[src/rtl/chunked_subtractor.sv]
// chunked_subtractor: multi-cycle (N*K)-bit subtractor DIFF = A - B - BIN, one N-bit chunk per clock, LSB first.
// Define CHUNKED_SUBTRACTOR_OVF_EN to add the two's-complement overflow output OVF.
module chunked_subtractor #(
   parameter int N = 4,
   parameter int K = 2
) (
   input  logic           CLK,
   input  logic           N_RESET,
   input  logic           START,
   input  logic [N*K-1:0] A,
   input  logic [N*K-1:0] B,
   input  logic           BIN,
   output logic           BUSY,
   output logic           DONE,
   output logic [N*K-1:0] DIFF,
   output logic           BOUT
`ifdef CHUNKED_SUBTRACTOR_OVF_EN
   ,
   output logic           OVF
`endif
);
   localparam int M  = N * K;
   localparam int IW = (K > 1) ? $clog2(K) : 1;

   localparam logic [1:0] IDLE = 2'd0;
   localparam logic [1:0] RUN  = 2'd1;
   localparam logic [1:0] FIN  = 2'd2;

   logic [1:0]    state;
   logic [IW-1:0] idx;
   logic [M-1:0]  a_q;
   logic [M-1:0]  b_q;
   logic [M-1:0]  acc;
   logic          borrow;
   logic [N:0]    res;
   logic [M-1:0]  acc_next;
   logic          last;
   logic          accept;

   function automatic logic [N:0] sub_chunk(input logic [N-1:0] x,
                                            input logic [N-1:0] y,
                                            input logic         bi);
      return {1'b0, x} - {1'b0, y} - {{N{1'b0}}, bi};
   endfunction

   // Operands shift right each RUN cycle so the active chunk always sits at bit 0;
   // the accumulator fills from the top so chunk K-1 lands in the MSBs.
   always_comb begin
      res      = sub_chunk(a_q[N-1:0], b_q[N-1:0], borrow);
      acc_next = (acc >> N) | (M'(res[N-1:0]) << (M - N));
      last     = (idx == IW'(K - 1));
      accept   = START && ((state == IDLE) || (state == FIN));
   end

   assign BUSY = (state == RUN);
   assign DONE = (state == FIN);

   always_ff @(posedge CLK or negedge N_RESET) begin
      if (!N_RESET) begin
         state  <= IDLE;
         idx    <= '0;
         a_q    <= '0;
         b_q    <= '0;
         acc    <= '0;
         borrow <= 1'b0;
         DIFF   <= '0;
         BOUT   <= 1'b0;
`ifdef CHUNKED_SUBTRACTOR_OVF_EN
         OVF    <= 1'b0;
`endif
      end else begin
         case (state)
            RUN: begin
               a_q    <= a_q >> N;
               b_q    <= b_q >> N;
               borrow <= res[N];
               acc    <= acc_next;
               if (last) begin
                  DIFF  <= acc_next;
                  BOUT  <= res[N];
`ifdef CHUNKED_SUBTRACTOR_OVF_EN
                  // At the last chunk a_q/b_q bit N-1 hold the original operand sign bits.
                  OVF   <= (a_q[N-1] ^ b_q[N-1]) & (res[N-1] ^ a_q[N-1]);
`endif
                  state <= FIN;
               end else begin
                  idx   <= idx + 1'b1;
               end
            end
            default: begin
               if (accept) begin
                  a_q    <= A;
                  b_q    <= B;
                  borrow <= BIN;
                  acc    <= '0;
                  idx    <= '0;
                  state  <= RUN;
               end else begin
                  state  <= IDLE;
               end
            end
         endcase
      end
   end

endmodule

[config.mk]
export PLATFORM = sky130hd
export DESIGN_NAME = chunked_subtractor
export DESIGN_NICKNAME = d
export VERILOG_FILES = /design/src/rtl/chunked_subtractor.sv
export SDC_FILE = /design/constraint.sdc
export NUM_CORES = 1
export LEC_CHECK = 0
export BUFFER_PORTS_ARGS = -buffer_cell sky130_fd_sc_hd__buf_4
export CORE_UTILIZATION = 53
export CTS_CLUSTER_DIAMETER = 150
export DETAILED_ROUTE_END_ITERATION = 12
export HOLD_SLACK_MARGIN = 0.06
export PLACE_DENSITY = 0.78
export SETUP_SLACK_MARGIN = 0.15
export SLEW_MARGIN = 5
export SYNTH_ARGS = -nofsm -noshare
export SYNTH_HDL_FRONTEND = slang
export SYNTH_SLANG_ARGS = --single-unit
[constraint.sdc]
create_clock -name CLK -period 2.2 [get_ports CLK]
set_clock_uncertainty 0.05 [all_clocks]
set_input_delay 0.22 -clock CLK [delete_from_list [all_inputs] [get_ports CLK]]
set_output_delay 0.22 -clock CLK [all_outputs]
set_load 0.05 [all_outputs]
==> flow_metrics.py <==
metrics = {
    "run_status": {
        "status": "completed",
    },
    "clocking": {
        "clock_latency_ns": 0.33,
        "htreeDepth": 2,
        "cts_buffers": 5,
        "clk_path_buf_depth": 2,
        "cts_tree": "done",
        "clock-sinks": 33,
        "cts_setup_buffers": 0,
        "cts_root_buffer": "clkbuf_4",
        "clk_pin_slew_ns": 0.10,
    },
    "final_layout": {
        "ff_latch_area_um2": 826,
        "design_area_um2": 1910,
        "fillers": 185,
        "mostFrequentLayoutCells": "dfrtp_1, buf_4, nand2_1, dlygate4sd3_1, inv_1",
        "nets": 196,
        "syn_to_final_growth_pct": 28.5,
        "multi_input_area_um2": 582,
        "n_antenna_cell": 0,
        "drive_above_1_share_pct": 29.6,
        "layout.cells.non_filler": 199,
        "utilization_pct": 74.5,
    },
    "route": {
        "num_vias": 1085,
        "first_iter_violations": 23,
        "drcViolationCount": 0,
        "ant_nets": 0,
        "via_per_inst": 5.45,
        "drt-total-wl_um": 3100,
        "drt_first_pass_iters": 4,
        "wire_per_inst_um": 15.6,
    },
    "pwr": {
        "pwr-share-clk_pct": 9.7,
        "vdd_drop_max_mv": 1.12,
        "power_frac_seq_pct": 32.2,
        "p_int_mw": 1.84,
        "p_leak_nw": 0.964,
        "power_density_nw_per_um2": 1730,
        "p_switching_mw": 1.48,
        "p_comb_share_pct": 58.2,
        "swShare_pct": 44.6,
        "power_mw": 3.32,
    },
    "worst_setup_path": {
        "cpMostUsedCell": "fa_2",
        "setup.worst_path.start_class": "flip-flop",
        "worstPathArrival_ns": 2.13,
        "worst-r2r-setup-slack_ns": 0.23,
        "worstSetupStartpoint": "a_q[0]",
        "slowest_delay_ns": 0.42,
        "crit_cells": 6,
        "worstReg2RegEnd": "borrow",
        "endpoint_kind": "flip-flop",
        "rr_worst_depth": 6,
        "cp_top_family": "adder cells",
        "path_max_fanout": 2,
        "regToRegStartpoint": "a_q[0]",
        "critPathSlowestCell": "dfrtp_1",
        "crit_chain": "fa_2, fa_2, nand2b_1, a21oi_1, xnor2_1, o21ai_0",
        "cp.required_ns": 2.36,
        "cp.buffers_inverters": 0,
        "path_class": "reg -> reg",
        "endpoint": "borrow",
    },
    "die": {
        "rows": 18,
        "initial_core_util_pct": 58.0,
        "fp.dieW_um": 55,
        "die_h_um": 55,
        "die_area_um2": 3030,
        "io_pins": 31,
        "core_area_um2": 2570,
    },
    "global_route": {
        "grt_pass1_vias": 1051,
        "grt_overflow_total": 0,
        "antenna_found_initial": 0,
        "grt_pass1_wl_um": 4860,
        "grt_max_degree": 34,
        "grt_usage_pct": 24.4,
    },
    "yosys": {
        "syn-num-nets": 150,
        "synth-seq-area-share_pct": 55.5,
        "yosys_warnings": 0,
        "yosys-top-cells-area": "dfrtp_1, a22o_1, ha_1",
        "synth_top_area_share_pct": 55.5,
        "avgSynthCellArea_um2": 12.2,
        "yosys.area.top_type": "dfrtp_1",
        "synth-seq-cells": 33,
        "synthCells": 122,
        "yosysUniqueCellTypes": 25,
        "syn-cell-area_um2": 1490,
    },
    "timing": {
        "setup_viol": 0,
        "rsz0062_at_grt": "false",
        "max_freq_mhz": 508,
        "setup_tns_ns": 0,
        "fin_crit_sh_pct": 89.6,
        "worst_pin_slew_ns": 0.506,
        "finalCriticalPeriod_ns": 1.97,
        "slew_headroom_pct": 66.1,
        "hold_slack_ns": 0.0748,
        "setup_ws_ns": 0.230,
        "hold_violations": 0,
        "slew_violations": 0,
    },
    "place": {
        "place.port_buffers": 30,
        "dpl_cell_area_um2": 1720,
        "dpl.hpwl_um": 2000,
        "gp_congestion": 0.801,
        "place_inst": 178,
        "pre_cts_ws_ns": 0.154,
    },
    "job": {
        "maxCapViolations": 0,
    },
    "worst_hold_path": {
        "min_path_type": "in -> reg",
        "min_from": "B[4]",
    },
}
## cell type report
| class | instances | area share, % |
|---|---|---|
| Inverter | 11 | 2.16 |
| Timing Repair Buffer | 46 | 19.8 |
| Multi-Input combinational cell | 71 | 30.4 |
| Clock buffer | 8 | 2.55 |
| Sequential cell | 33 | 43.2 |
| Tap cell | 30 | 1.96 |
## routing by layer
metal / routed length [um] / part of all wire, % / global-route usage, %
met3: 117 / 3.8 / 6.01
met1: 1320 / 43 / 28.0
met4: 65 / 2.1 / 13.8
met5: 0 / 0 / 0
met2: 1600 / 52 / 41.4
## worst reg2reg max path, delay by kind of cell, from the launching register on
family | cells | cell delay [ns]
DFF | 1 | 0.42
and+or+nand+nor | 1 | 0.15
AOI/OAI and AO/OA | 2 | 0.28
xor gates and xnor gates | 1 | 0.16
adders and majority gates | 2 | 0.78
## timing repair
action	in CTS	in global routing
hold buffers	12	1
endpoints found under the setup margin	2	4
hold endpoints to repair	44	1
gates resized for setup	1	3
## logic make-up after synthesis
logic type,synth area share [%]
flops,55.5
compound gates,14.1
simple gates,8.74
buf+inv,6.30
fa+ha+maj,7.73
mux,5.29
xor+xnor,2.35
## synthesized netlist by cell type, drive strengths merged
cell / instances
a21oi: 1
a221o: 4
a22o: 10
a22oi: 5
buf: 7
dfrtp: 33
fa: 2
ha: 6
inv: 11
mux2: 6
nand2: 14
nand2b: 1
nand3b: 1
nor2: 2
nor2b: 3
nor3: 4
o21ai: 8
xnor2: 3
xor2: 1
## worst min path at each step
stage	end	cells after the start
floorplan	BOUT	0
global placement	DIFF[3]	1
detailed placement	DIFF[3]	1
CTS	a_q[7]	2
global route	a_q[2]	2
finish	b_q[4]	2
## power by group through the flow
stage	logic, mW	registers (mW)	clock network [mW]
2_1_floorplan	1.18	1.30	0
3_3_place_gp	1.76	1.06	0
3_5_place_dp	1.83	1.08	0
4_1_cts	1.86	1.07	0.326
5_1_grt	2.13	1.10	0.350
6_report	1.93	1.07	0.321
## flip-flops by register name, indices dropped and copies added (netlist names)
register  count
BOUT          1
borrow        1
idx           1
DIFF          8
a_q           8
b_q           8
state         2
acc           4
Note: power is estimated with default switching activity, not from simulation.
